## src/rtl/uart_tx.sv

```systemverilog
// 8N1 UART transmitter: valid/ready byte intake into a small FIFO, LSB-first
// serialisation with a runtime-programmable bit period.
module uart_tx #(
    parameter int unsigned FIFO_DEPTH  = 4,
    parameter logic [23:0] DEFAULT_DIV = 24'd10416
) (
    input  logic        uart_clock,
    input  logic        uart_reset,
    input  logic [7:0]  uart_d_in,
    input  logic        uart_valid_in,
    output logic        uart_ready,
    input  logic [23:0] baud_div,
    output logic        uart_tx_out,
    output logic        uart_busy,
    output logic        uart_done
);

    localparam int unsigned AW = (FIFO_DEPTH > 1) ? $clog2(FIFO_DEPTH) : 1;
    localparam int unsigned CW = AW + 1;
    localparam logic [CW-1:0] FULL_COUNT = CW'(FIFO_DEPTH);
    localparam logic [CW-1:0] CNT_ONE    = CW'(1);
    localparam logic [CW-1:0] CNT_ZERO   = CW'(0);
    localparam logic [AW-1:0] PTR_ONE    = AW'(1);
    localparam logic [AW-1:0] PTR_ZERO   = AW'(0);

    typedef enum logic [1:0] {
        ST_IDLE = 2'd0,
        ST_LOAD = 2'd1,
        ST_SEND = 2'd2
    } state_t;

    // 0 selects the default period; 1 is raised to 2 so every bit spans at least two clocks
    function automatic logic [23:0] eff_div(input logic [23:0] d);
        logic [23:0] r;
        if (d == 24'd0) begin
            r = DEFAULT_DIV;
        end else if (d == 24'd1) begin
            r = 24'd2;
        end else begin
            r = d;
        end
        return r;
    endfunction

    logic [7:0]    fifo_mem_r [FIFO_DEPTH];
    logic [AW-1:0] wr_ptr_r;
    logic [AW-1:0] rd_ptr_r;
    logic [CW-1:0] count_r;
    logic          push_s;
    logic          pop_s;

    state_t        state_r;
    state_t        state_s;
    logic [9:0]    shreg_r;
    logic [9:0]    shreg_s;
    logic [3:0]    bit_idx_r;
    logic [3:0]    bit_idx_s;
    logic [23:0]   clk_cnt_r;
    logic [23:0]   clk_cnt_s;
    logic [23:0]   div_q_r;
    logic [23:0]   div_q_s;
    logic          tx_r;
    logic          tx_s;
    logic          done_r;
    logic          done_s;

    assign uart_ready  = (count_r != FULL_COUNT);
    assign uart_busy   = (count_r != CNT_ZERO) || (state_r != ST_IDLE);
    assign uart_tx_out = tx_r;
    assign uart_done   = done_r;
    assign push_s      = uart_valid_in && uart_ready;

    // FIFO storage; contents need no reset because the pointers define validity
    always_ff @(posedge uart_clock) begin
        if (push_s) begin
            fifo_mem_r[wr_ptr_r] <= uart_d_in;
        end
    end

    // FIFO pointers and occupancy
    always_ff @(posedge uart_clock or negedge uart_reset) begin
        if (!uart_reset) begin
            wr_ptr_r <= PTR_ZERO;
            rd_ptr_r <= PTR_ZERO;
            count_r  <= CNT_ZERO;
        end else begin
            if (push_s) begin
                wr_ptr_r <= wr_ptr_r + PTR_ONE;
            end
            if (pop_s) begin
                rd_ptr_r <= rd_ptr_r + PTR_ONE;
            end
            case ({push_s, pop_s})
                2'b10:   count_r <= count_r + CNT_ONE;
                2'b01:   count_r <= count_r - CNT_ONE;
                default: count_r <= count_r;
            endcase
        end
    end

    // FSM state register
    always_ff @(posedge uart_clock or negedge uart_reset) begin
        if (!uart_reset) begin
            state_r <= ST_IDLE;
        end else begin
            state_r <= state_s;
        end
    end

    // Shifter, counters and registered line/done outputs
    always_ff @(posedge uart_clock or negedge uart_reset) begin
        if (!uart_reset) begin
            shreg_r   <= 10'h3FF;
            bit_idx_r <= 4'd0;
            clk_cnt_r <= 24'd0;
            div_q_r   <= 24'd0;
            tx_r      <= 1'b1;
            done_r    <= 1'b0;
        end else begin
            shreg_r   <= shreg_s;
            bit_idx_r <= bit_idx_s;
            clk_cnt_r <= clk_cnt_s;
            div_q_r   <= div_q_s;
            tx_r      <= tx_s;
            done_r    <= done_s;
        end
    end

    // Next-state and datapath decode
    always_comb begin
        state_s   = state_r;
        shreg_s   = shreg_r;
        bit_idx_s = bit_idx_r;
        clk_cnt_s = clk_cnt_r;
        div_q_s   = div_q_r;
        tx_s      = tx_r;
        done_s    = 1'b0;
        pop_s     = 1'b0;
        case (state_r)
            ST_IDLE: begin
                tx_s = 1'b1;
                if (count_r != CNT_ZERO) begin
                    state_s = ST_LOAD;
                end else begin
                    state_s = ST_IDLE;
                end
            end
            ST_LOAD: begin
                pop_s     = 1'b1;
                shreg_s   = {1'b1, fifo_mem_r[rd_ptr_r], 1'b0};
                div_q_s   = eff_div(baud_div);
                bit_idx_s = 4'd0;
                clk_cnt_s = 24'd0;
                tx_s      = 1'b0;
                state_s   = ST_SEND;
            end
            ST_SEND: begin
                if (clk_cnt_r == (div_q_r - 24'd1)) begin
                    clk_cnt_s = 24'd0;
                    if (bit_idx_r == 4'd9) begin
                        state_s = ST_IDLE;
                        done_s  = 1'b1;
                        tx_s    = 1'b1;
                    end else begin
                        bit_idx_s = bit_idx_r + 4'd1;
                        shreg_s   = {1'b1, shreg_r[9:1]};
                        tx_s      = shreg_r[1];
                    end
                end else begin
                    clk_cnt_s = clk_cnt_r + 24'd1;
                end
            end
            default: begin
                state_s = ST_IDLE;
                tx_s    = 1'b1;
            end
        endcase
    end

endmodule
```

## config.mk

```make
export PLATFORM = sky130hd
export DESIGN_NAME = uart_tx
export DESIGN_NICKNAME = d
export VERILOG_FILES = /design/src/rtl/uart_tx.sv
export SDC_FILE = /design/constraint.sdc
export NUM_CORES = 1
export LEC_CHECK = 0
export CORE_AREA = 2 2 116 90
export DETAILED_ROUTE_END_ITERATION = 16
export DIE_AREA = 0 0 118 92
export GPL_TIMING_DRIVEN = 0
export PLACE_DENSITY = 0.85
export REMOVE_ABC_BUFFERS = 1
export SLEW_MARGIN = 20
export SYNTH_ARGS = -nofsm -noshare
export SYNTH_HDL_FRONTEND = slang
export SYNTH_SLANG_ARGS = --single-unit
```

## constraint.sdc

```tcl
create_clock -name uart_clock -period 5.35 [get_ports uart_clock]
set_input_delay 1.07 -clock uart_clock [delete_from_list [all_inputs] [get_ports uart_clock]]
set_output_delay 1.07 -clock uart_clock [all_outputs]
set_load 0.02 [all_outputs]
```

==> qor.json, run 1 <==
{
  "outcome": "finished clean",
  "diodes": 0,
  "grt_pass1_vias": 4190,
  "overall_routing_resource_usage_pct": 24.71,
  "total_routed_wirelength_mm": 12.91,
  "drt.antenna.violating_nets": 0,
  "mappedNetlistArea_um2": 5587,
  "clk_root_buffer_cell": "clkbuf_16",
  "antenna_found_initial": 1,
  "worst_slew_pin_slew_ps": 963.4,
  "number_of_buffers_added_to_fix_hold_violations_after_cts": 0,
  "period_share_pct": 81.00,
  "syn-instance-count": 544,
  "cts.sink_count": 103,
  "multi_input_comb_area_um2": 2597,
  "report.final.hold_viol_count": 0,
  "rows": 32,
  "leading_register_cell_type_out_of_synthesis": "dfrtp_1",
  "top_cell_type_s_share_of_synthesized_area_pct": 27.77,
  "fmaxAchievable_mhz": 230.8,
  "globalplace.congestion": 0.9280,
  "drive_above_1_share_pct": 7.813,
  "initialDrtViolationCount": 345,
  "maxSlewViolCount": 0,
  "critPathCaptureType": "flip-flop",
  "dpl_worst_slack_ps": 1072,
  "power.leakage_uw": 0.002454,
  "ys_top_cells_by_count": "dfrtp_1, nor2_1, nand2_1, inv_1, edfxtp_1",
  "final_hpwl_from_detailed_placement_mm": 9.039,
  "clock_tree.buffer_depth": 2,
  "fillerInstances": 774,
  "placement.io_buffers": 38,
  "ys_ff_latch": 103,
  "post-route-worst-setup-slack_ps": 1017,
  "final_net_count": 619,
  "tns_ps": 0,
  "post_cts_resized": 0,
  "vdd.ir_drop.worst_v": 0.0002630,
  "most_repeated_cell_in_the_gate_level_netlist_after_synthesis": "dfrtp_1",
  "crit_path_max_fanout": 6,
  "maxCapViolations": 0,
  "ys_async_sr_fraction_pct": 68.93,
  "seq_area_frac_synth_pct": 49.20,
  "max_slew_margin_pct": 34.87,
  "grt_setup_unrepaired": "no",
  "register_area_um2": 2749,
  "htree_num_levels": 3,
  "vias": 4345,
  "yosys_warning_total": 0,
  "design.die.area_um2": 10860,
  "synth_cell_types": 63,
  "routed_wire_length_per_instance_um": 18.13,
  "critical_setup_path_class": "flip-flop to flip-flop",
  "ys_top_cells_by_area": "dfrtp_1, edfxtp_1, xnor2_1",
  "drt-vias-per-instance": 6.103,
  "postCtsSetupBuffers": 0,
  "grt_pass1_wl_mm": 21.05,
  "crit_path_start_kind": "flip-flop",
  "dieWidth_um": 118,
  "powerDensity_nw_per_um2": 496.2,
  "drc_errors": 0,
  "clock-skew-final_ps": 7.336,
  "synthToLayoutAreaGrowth_pct": 14.83,
  "post-route-min-period_ps": 4333,
  "num_cts_buffers": 9,
  "core_um2": 9889,
  "start_util_pct": 56.49,
  "ios": 39,
  "number_of_optimization_iterations_in_the_first_detailed_route_pass": 5,
  "critical_path_required_ps": 5590,
  "cp_data_arrival_time_ps": 4570,
  "grt_overflow_total": 0,
  "synth_enable_flop_cells": 32,
  "synth_area_per_cell_um2": 10.27,
  "die_h_um": 92,
  "finalSetupViolCount": 0,
  "cts.clk_slew.worst_paths_ps": 80,
  "grt_start_max_net_pins": 52,
  "synth_largest_area_cell": "dfrtp_1",
  "tritoncts": "built",
  "worstHoldPathType": "flip-flop to flip-flop",
  "clkLatencyLatePin_ps": 360
}
==> area by class of cell <==
class                   count  share of cell area, %
repair buffers             41                  6.924
multi-input cells         379                  40.49
clock inverters             6                  1.346
flip-flops and latches    103                  42.85
inverters                  37                  2.165
clock buffers              10                  3.569
well taps                 136                  2.653
==> kinds of logic (layout without fill, tap and decap cells) <==
kind of cell,Yosys count,in the layout,share of synthesized area [%]
buffers and inverters,62,94,4.501
adder cells (fa/ha/maj),13,13,3.046
XOR/XNOR,50,50,7.839
AO/OA/AOI/OAI,85,85,10.77
AND/OR/NAND/NOR,216,216,20.13
flip-flops,103,103,49.20
multiplexers,15,15,4.502
==> flip-flops by register name, indices dropped and copies added, names as in the netlist, 2 cells and up <==
signal and cells:
state_r 2, rd_ptr_r 2, clk_cnt_r 24, count_r 3, fifo_mem_r 32, wr_ptr_r 2
shreg_r 8, div_q_r 24, bit_idx_r 4
==> metal layers <==
metal / track usage [%] / wire (um)
met5: 0 / 13
met4: 6.225 / 111
met3: 6.219 / 956
met2: 37.74 / 5944
met1: 35.60 / 5882
==> worst max-delay path, cell delays in order, from the launching register on <==
cell and delay (ps):
dfrtp_1 420, inv_1 80, ha_1 250, nor4b_1 810, nand4_1 260, or4_1 560
a211oi_1 450, o211ai_1 140, or4b_1 720, o21ai_4 210, mux2_1 340
==> metrics by stage <==
step	instance area, um^2	hold slack (ps)	power (uW)	util [%]	std cells
finish	6415	512.1	3183	64.87	712
floorplan	5474	464.3	2063	-	519
CTS	6410	516.9	3174	64.82	712
global route	6415	523.3	3368	64.87	712
global placement	6025	484.7	2343	60.92	693
detailed placement	6095	492.9	2458	61.63	696
==> final timing paths <==
check | endpoint | from | cells past startpoint | slack [ps]
worst max-delay path | state_r[1]$_DFFE_PN0P_ | div_q_r[0]$_DFFE_PN0P_ | 10 | 1020
worst min-delay path | count_r[0]$_DFFE_PN0P_ | count_r[0]$_DFFE_PN0P_ | 1 | 510
worst max register to register | state_r[1]$_DFFE_PN0P_ | div_q_r[0]$_DFFE_PN0P_ | 10 | 1020
worst min register to register | count_r[0]$_DFFE_PN0P_ | count_r[0]$_DFFE_PN0P_ | 1 | 510
max in group asynchronous | uart_tx_out$_DFFE_PN1P_ | uart_reset | 2 | 4140
min in group asynchronous | clk_cnt_r[22]$_DFFE_PN0P_ | uart_reset | 1 | 600
==> report_power, final <==
group          total, uW  switching (uW)  internal [uW]
logic               1180             681            495
registers           1300             249           1060
clock network        702             325            378
total               3180            1260           1930
==> cells in the final DEF, fill, tap and decap left out, types with 17 or more instances in the layout <==
| cell type | count |
|---|---|
| nor3_1 | 17 |
| nor2_1 | 57 |
| edfxtp_1 | 32 |
| nand3_1 | 19 |
| o21ai_0 | 17 |
| xor2_1 | 19 |
| clkdlybuf4s50_1 | 37 |
| inv_1 | 36 |
| nand2_1 | 41 |
| xnor2_1 | 31 |
| dfrtp_1 | 62 |
(Power assumes the default switching activity.)
==> run 2: changes to the inputs <==
clock period = 4.5 ns   (was 5.35 ns; I/O delays follow)
==> qor.json, run 2 (synthesized netlist as in run 1, its figures left out) <==
{
  "outcome": {"value": "finished clean", "change": "unchanged"},
  "design.die.area": {"value": 10860, "unit": "um^2", "change": "unchanged"},
  "top_register": {"value": "fifo_mem_r", "change": "unchanged"},
  "vias": {"value": 4319, "change": "was 4345"},
  "critical_path_required": {"value": 4730, "unit": "ps", "change": "was 5590 ps"},
  "start_util": {"value": 56.49, "unit": "%", "change": "unchanged"},
  "grt_pass1_wl": {"value": 21.05, "unit": "mm", "change": "unchanged"},
  "fin_util": {"value": 64.93, "unit": "%", "change": "was 64.87%"},
  "crit_path_start_kind": {"value": "flip-flop", "change": "unchanged"},
  "core": {"value": 9889, "unit": "um^2", "change": "unchanged"},
  "worstReg2RegEnd": {"value": "state_r[1]$_DFFE_PN0P_", "change": "unchanged"},
  "groute.layer.met3.usage": {"value": 6.219, "unit": "%", "change": "unchanged"},
  "num_cts_buffers": {"value": 9, "change": "unchanged"},
  "worst-r2r-setup-slack": {"value": 370, "unit": "ps", "change": "was 1020 ps"},
  "r2r.worst_path.cells": {"value": 8, "change": "was 10"},
  "maxSlewViolCount": {"value": 0, "change": "unchanged"},
  "powerDensity": {"value": 589.6, "unit": "nW/um^2", "change": "was 496.2 nW/um^2"},
  "diodes": {"value": 0, "change": "unchanged"},
  "cts.sink_count": {"value": 103, "change": "unchanged"},
  "dpl_worst_slack": {"value": 222.0, "unit": "ps", "change": "was 1072 ps"},
  "total_routed_wirelength": {"value": 12.91, "unit": "mm", "change": "about the same"},
  "final_hpwl_from_detailed_placement": {"value": 9.039, "unit": "mm", "change": "unchanged"},
  "drive_above_1_share": {"value": 7.986, "unit": "%", "change": "was 7.813%"},
  "ios": {"value": 39, "change": "unchanged"},
  "number_of_optimization_iterations_in_the_first_detailed_route_pass": {"value": 5, "change": "unchanged"},
  "antenna_found_initial": {"value": 1, "change": "unchanged"},
  "vdd.ir_drop.worst": {"value": 0.0003127, "unit": "V", "change": "was 0.0002630 V"},
  "final_net_count": {"value": 619, "change": "unchanged"},
  "grt.met1_usage": {"value": 35.60, "unit": "%", "change": "unchanged"},
  "max_slew_margin": {"value": 40.52, "unit": "%", "change": "was 34.87%"},
  "worstReg2RegStart": {"value": "div_q_r[5]$_DFFE_PN0P_", "change": "was div_q_r[0]$_DFFE_PN0P_"},
  "whs": {"value": 437.7, "unit": "ps", "change": "was 512.1 ps"},
  "placement.io_buffers": {"value": 38, "change": "unchanged"},
  "layout_top_registers": {"value": "fifo_mem_r: 32 flops, clk_cnt_r: 24 flops, div_q_r: 24 flops", "change": "unchanged"},
  "critical_setup_path_class": {"value": "flip-flop to flip-flop", "change": "unchanged"},
  "clock_tree.buffer_depth": {"value": 2, "change": "unchanged"},
  "crit_path_max_fanout": {"value": 9, "change": "was 6"},
  "grtUsageMet2": {"value": 37.74, "unit": "%", "change": "unchanged"},
  "clk_root_buffer_cell": {"value": "clkbuf_16", "change": "unchanged"},
  "internal": {"value": 2293, "unit": "uW", "change": "was 1927 uW"},
  "routed_wire_length_per_instance": {"value": 18.13, "unit": "um", "change": "about the same"},
  "htree_num_levels": {"value": 3, "change": "unchanged"},
  "finalSetupViolCount": {"value": 0, "change": "unchanged"},
  "fmaxAchievable": {"value": 242.4, "unit": "MHz", "change": "was 230.8 MHz"},
  "final_design_area_no_fill": {"value": 6421, "unit": "um^2", "change": "was 6415 um^2"},
  "clkLatencyLatePin": {"value": 350, "unit": "ps", "change": "was 360 ps"},
  "cp_data_arrival_time": {"value": 4360, "unit": "ps", "change": "was 4570 ps"},
  "drc_errors": {"value": 0, "change": "unchanged"},
  "dpl_cell_area": {"value": 6095, "unit": "um^2", "change": "unchanged"},
  "globalRoute.busiestLayer": {"value": "met2", "change": "unchanged"},
  "clock_power_share": {"value": 22.1, "unit": "%", "change": "about the same"},
  "grt_setup_unrepaired": {"value": "no", "change": "unchanged"},
  "postCtsSetupBuffers": {"value": 0, "change": "unchanged"},
  "post-route-min-period": {"value": 4126, "unit": "ps", "change": "was 4333 ps"},
  "synthToLayoutAreaGrowth": {"value": 14.94, "unit": "%", "change": "was 14.83%"},
  "drt.antenna.violating_nets": {"value": 0, "change": "unchanged"},
  "seq_power_share": {"value": 41.0, "unit": "%", "change": "about the same"},
  "grt_pass1_vias": {"value": 4190, "change": "unchanged"},
  "clock-skew-final": {"value": 6.518, "unit": "ps", "change": "was 7.336 ps"},
  "overall_routing_resource_usage": {"value": 24.71, "unit": "%", "change": "unchanged"},
  "power.leakage": {"value": 0.002455, "unit": "uW", "change": "was 0.002454 uW"},
  "worstHoldPathType": {"value": "input port to async pin", "change": "was flip-flop to flip-flop"},
  "report.final.hold_viol_count": {"value": 0, "change": "unchanged"},
  "globalplace.congestion": {"value": 0.9280, "change": "unchanged"},
  "die_h": {"value": 92, "unit": "um", "change": "unchanged"},
  "grt_start_max_net_pins": {"value": 52, "change": "unchanged"},
  "worst_slew_pin_slew": {"value": 885.4, "unit": "ps", "change": "was 963.4 ps"},
  "p_comb_share": {"value": 36.9, "unit": "%", "change": "about the same"},
  "critPathCaptureType": {"value": "flip-flop", "change": "unchanged"},
  "tns": {"value": 0, "unit": "ps", "change": "unchanged"},
  "number_of_buffers_added_to_fix_hold_violations_after_cts": {"value": 0, "change": "unchanged"},
  "post-route-worst-setup-slack": {"value": 373.7, "unit": "ps", "change": "was 1017 ps"},
  "rows": {"value": 32, "change": "unchanged"},
  "mostFrequentLayoutCells": {"value": "dfrtp_1, nor2_1, nand2_1", "change": "unchanged"},
  "drt-vias-per-instance": {"value": 6.066, "change": "was 6.103"},
  "initialDrtViolationCount": {"value": 332, "change": "was 345"},
  "sw_frac_of_total": {"value": 39.44, "unit": "%", "change": "about the same"},
  "tritoncts": {"value": "built", "change": "unchanged"},
  "largest_register_ffs": {"value": 32, "change": "unchanged"},
  "maxCapViolations": {"value": 0, "change": "unchanged"},
  "period_share": {"value": 91.69, "unit": "%", "change": "was 81.00%"},
  "grt_overflow_total": {"value": 0, "change": "unchanged"},
  "dieWidth": {"value": 118, "unit": "um", "change": "unchanged"},
  "cts.clk_slew.worst_paths": {"value": 80, "unit": "ps", "change": "about the same"},
  "net-switching-power": {"value": 1493, "unit": "uW", "change": "was 1255 uW"},
  "most_common_cell_after_layout_fill_and_taps_aside": {"value": "dfrtp_1", "change": "unchanged"}
}
-- run 2: cell type report --
cell class,instances,area [um^2]
fillers,771,3468
flip-flops and latches,103,2749
multi-input cells,379,2604
repair buffers,41,444.2
clock buffers,10,229.0
well taps,136,170.2
inverters,37,138.9
clock inverters,6,86.33
-- run 2: power by group through the flow --
stage	Combinational, uW	Clock (uW)	Sequential, uW
floorplan	981	0	1470
global placement	1250	0	1530
detailed placement	1370	0	1550
CTS	1390	841	1540
global route	1550	874	1590
finish	1400	835	1550
-- run 2: what timing repair did --
action / in CTS / in global routing
gates resized for setup: 0 / 1
setup endpoints to repair: 0 / 1
hold endpoints to repair: 0 / 0
-- run 2: critical path: stages (launching register included) --
cell and delay [ps]:
dfrtp_1 490, or4_4 640, nor4_2 730, a31oi_1 260
o32ai_1 520, o21ai_0 160, or4b_1 660, o21ai_4 210
mux2_1 340
-- run 2: worst max-delay path by stage --
stage	from	slack, ps	endpoint
global placement	div_q_r[0]$_DFFE_PN0P_	-240	clk_cnt_r[21]$_DFFE_PN0P_
floorplan	div_q_r[5]$_DFFE_PN0P_	590	clk_cnt_r[10]$_DFFE_PN0P_
finish	div_q_r[5]$_DFFE_PN0P_	370	state_r[1]$_DFFE_PN0P_
global route	div_q_r[0]$_DFFE_PN0P_	160	state_r[1]$_DFFE_PN0P_
detailed placement	div_q_r[0]$_DFFE_PN0P_	220	state_r[1]$_DFFE_PN0P_
CTS	div_q_r[0]$_DFFE_PN0P_	170	state_r[1]$_DFFE_PN0P_
-- run 2: stage by stage --
| step | cells | total power, uW |
|---|---|---|
| finish | 712 | 3786 |
| global route | 712 | 4009 |
| floorplan | 519 | 2452 |
| CTS | 712 | 3773 |
| detailed placement | 696 | 2923 |
| global placement | 693 | 2786 |
-- run 2: metal layers --
layer / wire (um) / share of wire (%)
met1: 5982 / 46
met2: 5918 / 46
met3: 894 / 6.9
met4: 103 / 0.80
met5: 13 / 0.10
==> run 3: changes to the inputs <==
CORE_AREA = 2 2 132 102   (was 2 2 116 90)
DIE_AREA = 0 0 134 104   (was 0 0 118 92)
PLACE_DENSITY = 0.7   (was 0.85)
==> qor.json, run 3 (synthesized netlist as in run 1, its figures left out) <==
{
  "cts.sink_count": {"value": 103, "change": "unchanged"},
  "maxCapViolations": {"value": 0, "change": "unchanged"},
  "most_common_cell_after_layout_fill_and_taps_aside": {"value": "dfrtp_1", "change": "unchanged"},
  "cp_data_arrival_time": {"value": 4400, "unit": "ps", "change": "was 4360 ps"},
  "drive_above_1_share": {"value": 7.478, "unit": "%", "change": "was 7.986%"},
  "grt_pass1_wl": {"value": 20.80, "unit": "mm", "change": "was 21.05 mm"},
  "dpl_worst_slack": {"value": 74.50, "unit": "ps", "change": "was 222.0 ps"},
  "placedCellCount": {"value": 731, "change": "was 696"},
  "num_cts_buffers": {"value": 9, "change": "unchanged"},
  "drt-met1-wl": {"value": 5.992, "unit": "mm", "change": "was 5.982 mm"},
  "worstReg2RegEnd": {"value": "state_r[1]$_DFFE_PN0P_", "change": "unchanged"},
  "powerDensity": {"value": 573.1, "unit": "nW/um^2", "change": "was 589.6 nW/um^2"},
  "max_slew_margin": {"value": 37.70, "unit": "%", "change": "was 40.52%"},
  "core": {"value": 12660, "unit": "um^2", "change": "was 9889 um^2"},
  "maxUsedRoutingLayer": {"value": "met4", "change": "was met5"},
  "critPathCaptureType": {"value": "flip-flop", "change": "unchanged"},
  "placement.io_buffers": {"value": 38, "change": "unchanged"},
  "grt_setup_unrepaired": {"value": "no", "change": "unchanged"},
  "clkLatencyLatePin": {"value": 350, "unit": "ps", "change": "about the same"},
  "met3_wirelength": {"value": 578, "unit": "um", "change": "was 894 um"},
  "power.leakage": {"value": 0.002438, "unit": "uW", "change": "was 0.002455 uW"},
  "initialDrtViolationCount": {"value": 354, "change": "was 332"},
  "finish.cell_count_without_fillers": {"value": 746, "change": "was 712"},
  "antenna_found_initial": {"value": 0, "change": "was 1"},
  "final_hpwl_from_detailed_placement": {"value": 9.217, "unit": "mm", "change": "was 9.039 mm"},
  "cpLargestDelayFamily": {"value": "simple AND/OR/NAND/NOR gates", "change": "unchanged"},
  "mostFrequentLayoutCells": {"value": "dfrtp_1, nor2_1, nand2_1", "change": "unchanged"},
  "worstHoldPathType": {"value": "input port to async pin", "change": "unchanged"},
  "die_h": {"value": 104, "unit": "um", "change": "was 92 um"},
  "top_register": {"value": "fifo_mem_r", "change": "unchanged"},
  "overall_routing_resource_usage": {"value": 18.88, "unit": "%", "change": "was 24.71%"},
  "maxSlewViolCount": {"value": 0, "change": "unchanged"},
  "drc_errors": {"value": 0, "change": "unchanged"},
  "start_util": {"value": 44.14, "unit": "%", "change": "was 56.49%"},
  "postCtsSetupBuffers": {"value": 0, "change": "unchanged"},
  "outcome": {"value": "finished clean", "change": "unchanged"},
  "critical_path_required": {"value": 4740, "unit": "ps", "change": "was 4730 ps"},
  "clock_tree.buffer_depth": {"value": 2, "change": "unchanged"},
  "r2r.worst_path.cells": {"value": 10, "change": "was 8"},
  "finalSetupViolCount": {"value": 0, "change": "unchanged"},
  "worst-r2r-setup-slack": {"value": 340, "unit": "ps", "change": "was 370 ps"},
  "clk_root_buffer_cell": {"value": "clkbuf_16", "change": "unchanged"},
  "worstReg2RegStart": {"value": "div_q_r[0]$_DFFE_PN0P_", "change": "was div_q_r[5]$_DFFE_PN0P_"},
  "met2RoutedLength": {"value": 5.557, "unit": "mm", "change": "was 5.918 mm"},
  "fmaxAchievable": {"value": 240.3, "unit": "MHz", "change": "was 242.4 MHz"},
  "design.die.area": {"value": 13940, "unit": "um^2", "change": "was 10860 um^2"},
  "grt_start_max_net_pins": {"value": 53, "change": "was 52"},
  "cp.buffers_inverters": {"value": 1, "change": "was 0"},
  "critical_path.max_stage_delay": {"value": 760, "unit": "ps", "change": "was 730 ps"},
  "worst_slew_pin_slew": {"value": 927.4, "unit": "ps", "change": "was 885.4 ps"},
  "number_of_optimization_iterations_in_the_first_detailed_route_pass": {"value": 5, "change": "unchanged"},
  "clock-skew-final": {"value": 6.587, "unit": "ps", "change": "was 6.518 ps"},
  "crit_path_max_fanout": {"value": 8, "change": "was 9"},
  "htree_num_levels": {"value": 3, "change": "unchanged"},
  "number_of_buffers_added_to_fix_hold_violations_after_cts": {"value": 0, "change": "unchanged"},
  "synthToLayoutAreaGrowth": {"value": 15.12, "unit": "%", "change": "was 14.94%"},
  "routed_wire_length_per_instance": {"value": 16.52, "unit": "um", "change": "was 18.13 um"},
  "fillerInstances": {"value": 1114, "change": "was 771"},
  "globalplace.congestion": {"value": 0.8786, "change": "was 0.9280"},
  "crit_path_start_kind": {"value": "flip-flop", "change": "unchanged"},
  "cts.clk_slew.worst_paths": {"value": 70, "unit": "ps", "change": "was 80 ps"},
  "diodes": {"value": 0, "change": "unchanged"},
  "drt-vias-per-instance": {"value": 5.647, "change": "was 6.066"},
  "vias": {"value": 4213, "change": "was 4319"},
  "cpMostUsedCell": "or4b_1",
  "total_routed_wirelength": {"value": 12.32, "unit": "mm", "change": "was 12.91 mm"},
  "crit_path_cell_trace": {"value": "inv_1 > ha_1 > or4b_1 > nor4_1 > xnor2_1 > o31ai_1 > o211ai_1 > or4b_1 > o21ai_4 > mux2_1", "change": "was or4_4 > nor4_2 > a31oi_1 > o32ai_1 > o21ai_0 > or4b_1 > o21ai_4 > mux2_1"},
  "drt.antenna.violating_nets": {"value": 0, "change": "unchanged"},
  "dieWidth": {"value": 134, "unit": "um", "change": "was 118 um"},
  "cpMaxStageDelayCell": {"value": "nor4_1", "change": "was nor4_2"},
  "vdd.ir_drop.worst": {"value": 0.0002273, "unit": "V", "change": "was 0.0003127 V"},
  "report.final.hold_viol_count": {"value": 0, "change": "unchanged"},
  "post-route-min-period": {"value": 4161, "unit": "ps", "change": "was 4126 ps"},
  "grt_overflow_total": {"value": 0, "change": "unchanged"},
  "ios": {"value": 39, "change": "unchanged"},
  "grt_pass1_vias": {"value": 4302, "change": "was 4190"},
  "period_share": {"value": 92.47, "unit": "%", "change": "was 91.69%"},
  "critical_setup_path_class": {"value": "flip-flop to flip-flop", "change": "unchanged"},
  "post-route-worst-setup-slack": {"value": 338.9, "unit": "ps", "change": "was 373.7 ps"},
  "rows": {"value": 36, "change": "was 32"},
  "tritoncts": {"value": "built", "change": "unchanged"},
  "layout_top_registers": {"value": "fifo_mem_r: 32 flops, clk_cnt_r: 24 flops, div_q_r: 24 flops", "change": "unchanged"},
  "largest_register_ffs": {"value": 32, "change": "unchanged"},
  "final_net_count": {"value": 619, "change": "unchanged"}
}
## run 3: cell types whose count changed in the layout (fill, tap and decap cells not counted)
cell and delta:
clkinv_8 -1, inv_6 -2, bufinv_16 -1, inv_8 -2, buf_16 -1, clkbuf_8 +2
clkbuf_1 +2, buf_12 +1, clkbuf_16 +1
## run 3: worst max path at each step
stage,end,cells past startpoint,startpoint
after floorplan,clk_cnt_r[10]$_DFFE_PN0P_,8,div_q_r[5]$_DFFE_PN0P_
after global placement,clk_cnt_r[4]$_DFFE_PN0P_,9,div_q_r[0]$_DFFE_PN0P_
after detailed placement,bit_idx_r[1]$_DFFE_PN0P_,10,div_q_r[0]$_DFFE_PN0P_
after CTS,bit_idx_r[1]$_DFFE_PN0P_,10,div_q_r[0]$_DFFE_PN0P_
after global routing,clk_cnt_r[13]$_DFFE_PN0P_,11,div_q_r[0]$_DFFE_PN0P_
final,state_r[1]$_DFFE_PN0P_,10,div_q_r[0]$_DFFE_PN0P_
## run 3: final cells by class
cell class              instances  area (um^2)  share of cell area [%]
well taps                     171        214.0                   3.327
clock buffers                  15        289.0                   4.494
repair buffers                 41        436.7                   6.790
flip-flops and latches        103         2749                   42.74
inverters                      37        138.9                   2.160
multi-input cells             379         2604                   40.49
## run 3: what timing repair did
item / CTS / global route
hold endpoints to repair: 0 / 0
endpoints found under the setup margin: 0 / 17
resized for setup: 0 / 1
## run 3: routing by layer
layer	global-route usage, %	up-vias
met5	0	-
met4	5.927	0
met3	5.312	20
met2	28.94	93
met1	26.01	2082
li1	-	2018
## run 3: power breakdown
| group | internal [uW] | total [uW] | switching [uW] |
|---|---|---|---|
| logic | 583 | 1370 | 790 |
| registers | 1260 | 1550 | 290 |
| clock network | 437 | 767 | 330 |
## run 3: stage by stage
| step | hold WS, ps | setup TNS, ps | power [uW] | utilization [%] | instance area, um^2 |
|---|---|---|---|---|---|
| detailed placement | 500.1 | 0 | 2922 | 48.44 | 6131 |
| floorplan | 464.3 | 0 | 2452 | - | 5474 |
| CTS | 435.2 | 0 | 3693 | 50.72 | 6420 |
| global placement | 483.0 | -6154 | 2803 | 47.94 | 6068 |
| global route | 443.5 | 0 | 3938 | 50.81 | 6431 |
| finish | 432.0 | 0 | 3686 | 50.81 | 6431 |
==> RTL edit 1 (settings of run 3) <==
Register the input `baud_div` before use, cleared by the reset. The logic sees it one clock later. The other inputs are not delayed to match.
--- a/src/rtl/uart_tx.sv
+++ b/src/rtl/uart_tx.sv
@@ -28,6 +28,16 @@
         ST_LOAD = 2'd1,
         ST_SEND = 2'd2
     } state_t;
+
+    logic [23:0] baud_div_q;
+
+    always_ff @(posedge uart_clock or negedge uart_reset) begin
+        if (!uart_reset) begin
+            baud_div_q <= '0;
+        end else begin
+            baud_div_q <= baud_div;
+        end
+    end
 
     // 0 selects the default period; 1 is raised to 2 so every bit spans at least two clocks
     function automatic logic [23:0] eff_div(input logic [23:0] d);
@@ -148,7 +158,7 @@
             ST_LOAD: begin
                 pop_s     = 1'b1;
                 shreg_s   = {1'b1, fifo_mem_r[rd_ptr_r], 1'b0};
-                div_q_s   = eff_div(baud_div);
+                div_q_s   = eff_div(baud_div_q);
                 bit_idx_s = 4'd0;
                 clk_cnt_s = 24'd0;
                 tx_s      = 1'b0;
Formal check against the unedited RTL: not equivalent (a bounded check fails within 10 cycles, from zero or initial values and one cycle with uart_reset low).
==> RTL edit 1 against run 3 <==
Total power increased by 25%. Wire length increased by 11%. Worst setup slack improved by 0.013 ns. Final area up 16%. Sequential cell count grew 24. Combinational power rose by 8%. Global-route usage is 2.5 points higher. Final cell count is 6.0% higher. Synthesized area up 13%. Largest power group unchanged.
==> RTL edit 1: results (changes against run 3) <==
status finished, final reports clean; total CTS buffers 17 (+8); clock-pin slew on the worst setup and hold paths 0.06 ns; first-pass GRT wire length 22700 um (+9.4%); slowest CP cell nor4b_4; Layout Nets 655 (+5.8%); Worst Skew 0.00773 ns (+0.00114 ns); post-CTS setup buffer count 0 (unchanged); dpl cell area 6870 um^2 (+12%); PortBufs 38 (unchanged); HPWL after detailed placement 9840 um (+6.8%); leak pwr 2.91 nW (+19%); max FFs per register 32 (unchanged); synthesized-area fraction occupied by adder cells 2.70% (-0.35 points); area of the multi-input gates 2720 um^2 (+4.3%); RePlAce Congestion 0.892 (+1.6%); Placed Instances 759 (+3.8%); worst skew pair latency 0.42 ns (+0.07 ns); Setup violations, final 0 (unchanged); final cell count without fillers 791 (+6.0%); Distinct cells, synth 66 (+4.8%); slew margin rel. 37.3% (-0.38 points); via count 4465 (+6.0%); Initial DRT Pass Iterations 5 (unchanged); FILL cells 1004 (-9.9%); clk buf depth 2 (unchanged); GR Util All Layers 21.4% (+2.5 points); detailed-route wire length 13600 um (+11%); Synth Area per Inst 11.1 um^2 (+7.7%); initial antenna violation count 0 (unchanged); asr flop ratio synth 74.8% (+5.9 points); share of layout cells above drive strength 1 10.3% (+2.8 points); Seq/Total Area, Yosys 53.1% (+3.8 points); Place WS 0.383 ns (+0.308 ns); Hold WC Path Type in -> async; Synth Area in XOR/XNOR 7.21% (-0.63 points); Synth Area in Compound Gates 9.20% (-1.6 points); Row Count 36 (unchanged); top cell types by occurrence after synthesis 86 x dfrtp_1, 42 x nor2_1, 38 x inv_1, 36 x nand2_1, 32 x edfxtp_1; VDD IR max 427 uV (+88%); worst-path fanout max 12 (+4); multiplexer share of the synthesized area 5.89% (+1.4 points); vias in the first global route 4348 (+1.1%); top post-synthesis cells by area dfrtp_1 34%, edfxtp_1 15%, xnor2_1 4.2%; top cell type's share of synthesized area 34.1% (+6.3 points); largest net degree at the start of global routing 61 (+15%); 1st-iter DRT viols 360 (+1.7%); critical path arrival 4.45 ns (+0.05 ns); htree depth 4 (+1)
## RTL edit 1: cell type report
| cell class | count | area share, % |
|---|---|---|
| clock buffers | 19 | 5.82 |
| clock inverters | 13 | 1.87 |
| inverters | 38 | 1.92 |
| multi-input cells | 382 | 36.5 |
| flip-flops and latches | 127 | 45.0 |
| well taps | 171 | 2.87 |
| repair buffers | 41 | 6.02 |
## RTL edit 1: worst paths after layout
check	cells after the start	from	slack, ns	endpoint
hold reg to reg	2	baud_div_q[19]$_DFF_PN0_	0.48	div_q_r[19]$_DFFE_PN0P_
hold / removal	1	uart_reset	0.38	clk_cnt_r[19]$_DFFE_PN0P_
max in group asynchronous	2	uart_reset	3.52	div_q_r[15]$_DFFE_PN0P_
setup / recovery	10	div_q_r[0]$_DFFE_PN0P_	0.35	bit_idx_r[0]$_DFFE_PN0P_
setup reg to reg	10	div_q_r[0]$_DFFE_PN0P_	0.35	bit_idx_r[0]$_DFFE_PN0P_
min in group uart_clock	2	baud_div_q[19]$_DFF_PN0_	0.48	div_q_r[19]$_DFFE_PN0P_
## RTL edit 1: critical path: cells and delay by family (launching register included)
family,cells,cell delay (ns)
adder cells (fa/ha/maj),1,0.23
AND/OR/NAND/NOR,5,2.44
buffers and inverters,1,0.12
flip-flops,1,0.45
AO/OA/AOI/OAI,3,0.79
## RTL edit 1: report_power, final
part	internal, W	switching [W]	leakage [nW]
clock network	0.000814	0.000510	0.269
registers	0.00149	0.000307	1.47
logic	0.000646	0.000838	1.17
## RTL edit 1: per-layer routing
layer  wire (um)  GRT usage, %
met5           0             0
met3         661          6.43
met1        6970          32.2
met4         108          5.62
met2        5890          30.0
==> RTL edit 2 (config.mk and constraints of run 3) <==
Without the edit above. `FIFO_DEPTH`: 4 -> 2.
--- a/src/rtl/uart_tx.sv
+++ b/src/rtl/uart_tx.sv
@@ -1,7 +1,7 @@
 // 8N1 UART transmitter: valid/ready byte intake into a small FIFO, LSB-first
 // serialisation with a runtime-programmable bit period.
 module uart_tx #(
-    parameter int unsigned FIFO_DEPTH  = 4,
+    parameter int unsigned FIFO_DEPTH  = 2,
     parameter logic [23:0] DEFAULT_DIV = 24'd10416
 ) (
     input  logic        uart_clock,
Formal check against the unedited RTL: not equivalent (a bounded check fails within 4 cycles, from zero or initial values and one cycle with uart_reset low).
==> RTL edit 2 against run 3 <==
Clock skew grew 0.0018 ns. Worst setup slack improved by 0.32 ns. Synthesized area down 14%. Sequential cell count shrank 19. Total power shrank 9.2%. Wire length is 11% lower. Final area decreased by 12%. Sequential power shrank 13%. Die area unchanged. Highest routed layer unchanged.
==> RTL edit 2: results (changes against run 3) <==
Top Registers clk_cnt_r: 24 flops, div_q_r: 24 flops, fifo_mem_r: 16 flops; critical path arrival 4.03 ns (-0.37 ns); asr flop ratio synth 81.0% (+12 points); Layout Nets 546 (-12%); worst-path fanout max 22 (+14); Worst Skew 0.00844 ns (+0.00185 ns); WHS 0.471 ns (+0.0388 ns); Hold WC Path Type in -> async; FF-to-FF End clk_cnt_r[10]$_DFFE_PN0P_; HPWL after detailed placement 8210 um (-11%); Post-synth EDFFs 16 (-50%); share of layout cells above drive strength 1 12.6% (+5.1 points); first-pass GRT wire length 18600 um (-11%); clock-pin slew on the worst setup and hold paths 0.06 ns; Seq/Total Area, Yosys 45.5% (-3.7 points); RePlAce Congestion 0.912 (+3.8%); 1st-iter DRT viols 239 (-32%); VDD IR max 255 uV (+12%); Initial DRT Pass Iterations 5 (unchanged); Avg WL per Cell 16.2 um (-1.9%); post-CTS sizing 0 (unchanged); reg2reg start div_q_r[7]$_DFFE_PN0P_; FILL cells 1151 (+3.3%); leak pwr 2.16 nW (-11%); Ys Warns 0 (unchanged); clk buf depth 2 (unchanged); reg2reg path depth 8 (-2); Root Buffer clkbuf_16; net switching power 0.00131 W (-7.3%); PortBufs 38 (unchanged); slew margin rel. 37.7% (about the same); Distinct cells, synth 63 (unchanged); Ant. Diodes 0 (unchanged); slack of the worst reg-to-reg path 0.66 ns (+0.32 ns); GR Util All Layers 16.7% (-2.2 points); post-CTS setup buffer count 0 (unchanged); vias in the first global route 3646 (-15%); vias per cell 5.46 (-3.4%); worst skew pair latency 0.34 ns; htree depth 3 (unchanged); status finished, final reports clean; Place WS 0.653 ns (+0.579 ns); Final Critical Period 3.84 ns (-0.317 ns); total CTS buffers 9 (unchanged); initial antenna violation count 0 (unchanged); top post-synthesis cells by area dfrtp_1 31%, edfxtp_1 10%, xor2_1 5.1%; top cell types by occurrence after synthesis 59 x dfrtp_1, 55 x nor2_1, 38 x nand2_1, 28 x xor2_1, 19 x xnor2_1; largest net degree at the start of global routing 45 (-15%)
[RTL edit 2: cell count changes in the layout (fill, tap and decap cells not counted), sizes merged, moves of 9 or more]
cell and delta:
xnor2 -12, xor2 +9, o21ai -16, nor3 -9, inv -17, edfxtp -16, mux2 +24
[RTL edit 2: worst max-delay path: stages, from the launching register on]
cell and delay [ns]:
dfrtp_1 0.49, nor3_1 0.48, nand4_2 0.32, or4_1 0.58, a211o_1 0.30, o311a_2 0.19
nand4b_1 0.40, a21boi_2 0.82, nor2_1 0.12
[RTL edit 2: stage by stage]
step,instance area [um^2],instances
detailed placement,5370,663
global route,5670,679
floorplan,4750,453
global placement,5340,662
finish,5670,679
CTS,5670,679
[RTL edit 2: worst max-delay path by stage]
stage	to	cells past startpoint	startpoint
after CTS	clk_cnt_r[7]$_DFFE_PN0P_	8	div_q_r[7]$_DFFE_PN0P_
after global routing	clk_cnt_r[7]$_DFFE_PN0P_	8	div_q_r[7]$_DFFE_PN0P_
after floorplan	clk_cnt_r[17]$_DFFE_PN0P_	8	div_q_r[2]$_DFFE_PN0P_
after detailed placement	clk_cnt_r[5]$_DFFE_PN0P_	8	div_q_r[7]$_DFFE_PN0P_
after global placement	div_q_r[20]$_DFFE_PN0P_	1	uart_reset
final	clk_cnt_r[10]$_DFFE_PN0P_	8	div_q_r[7]$_DFFE_PN0P_
[RTL edit 2: layout make-up]
cell class              count  area [um^2]  area share, %
clock inverters             6         70.1           1.24
repair buffers             39          405           7.15
multi-input cells         353         2500           44.0
clock buffers              10          229           4.04
flip-flops and latches     84         2190           38.7
well taps                 171          214           3.77
inverters                  16         60.1           1.06
[RTL edit 2: cells by family after synthesis]
group           count (synthesis)  share of synthesized area (%)
compound gates                 67                           9.89
xor+xnor                       48                           9.03
fa+ha+maj                       8                           2.08
buf+inv                        33                           2.80
flops                          84                           45.5
mux                            38                           9.08
simple gates                  192                           21.6
[RTL edit 2: routing by layer]
layer | vias to the layer above | GRT usage, % | routed length, um
met5 | - | 0 | 0
met4 | 0 | 4.41 | 160
met3 | 12 | 3.46 | 530
met2 | 77 | 24.5 | 4890
met1 | 1838 | 24.8 | 5430
li1 | 1778 | - | -
[RTL edit 2: power by group through the flow]
stage	registers, W	logic [W]	clock network (W)
2_1_floorplan	0.00126	0.000940	0
3_3_place_gp	0.00135	0.00121	0
3_5_place_dp	0.00136	0.00125	0
4_1_cts	0.00134	0.00126	0.000761
5_1_grt	0.00138	0.00138	0.000802
6_report	0.00135	0.00125	0.000746
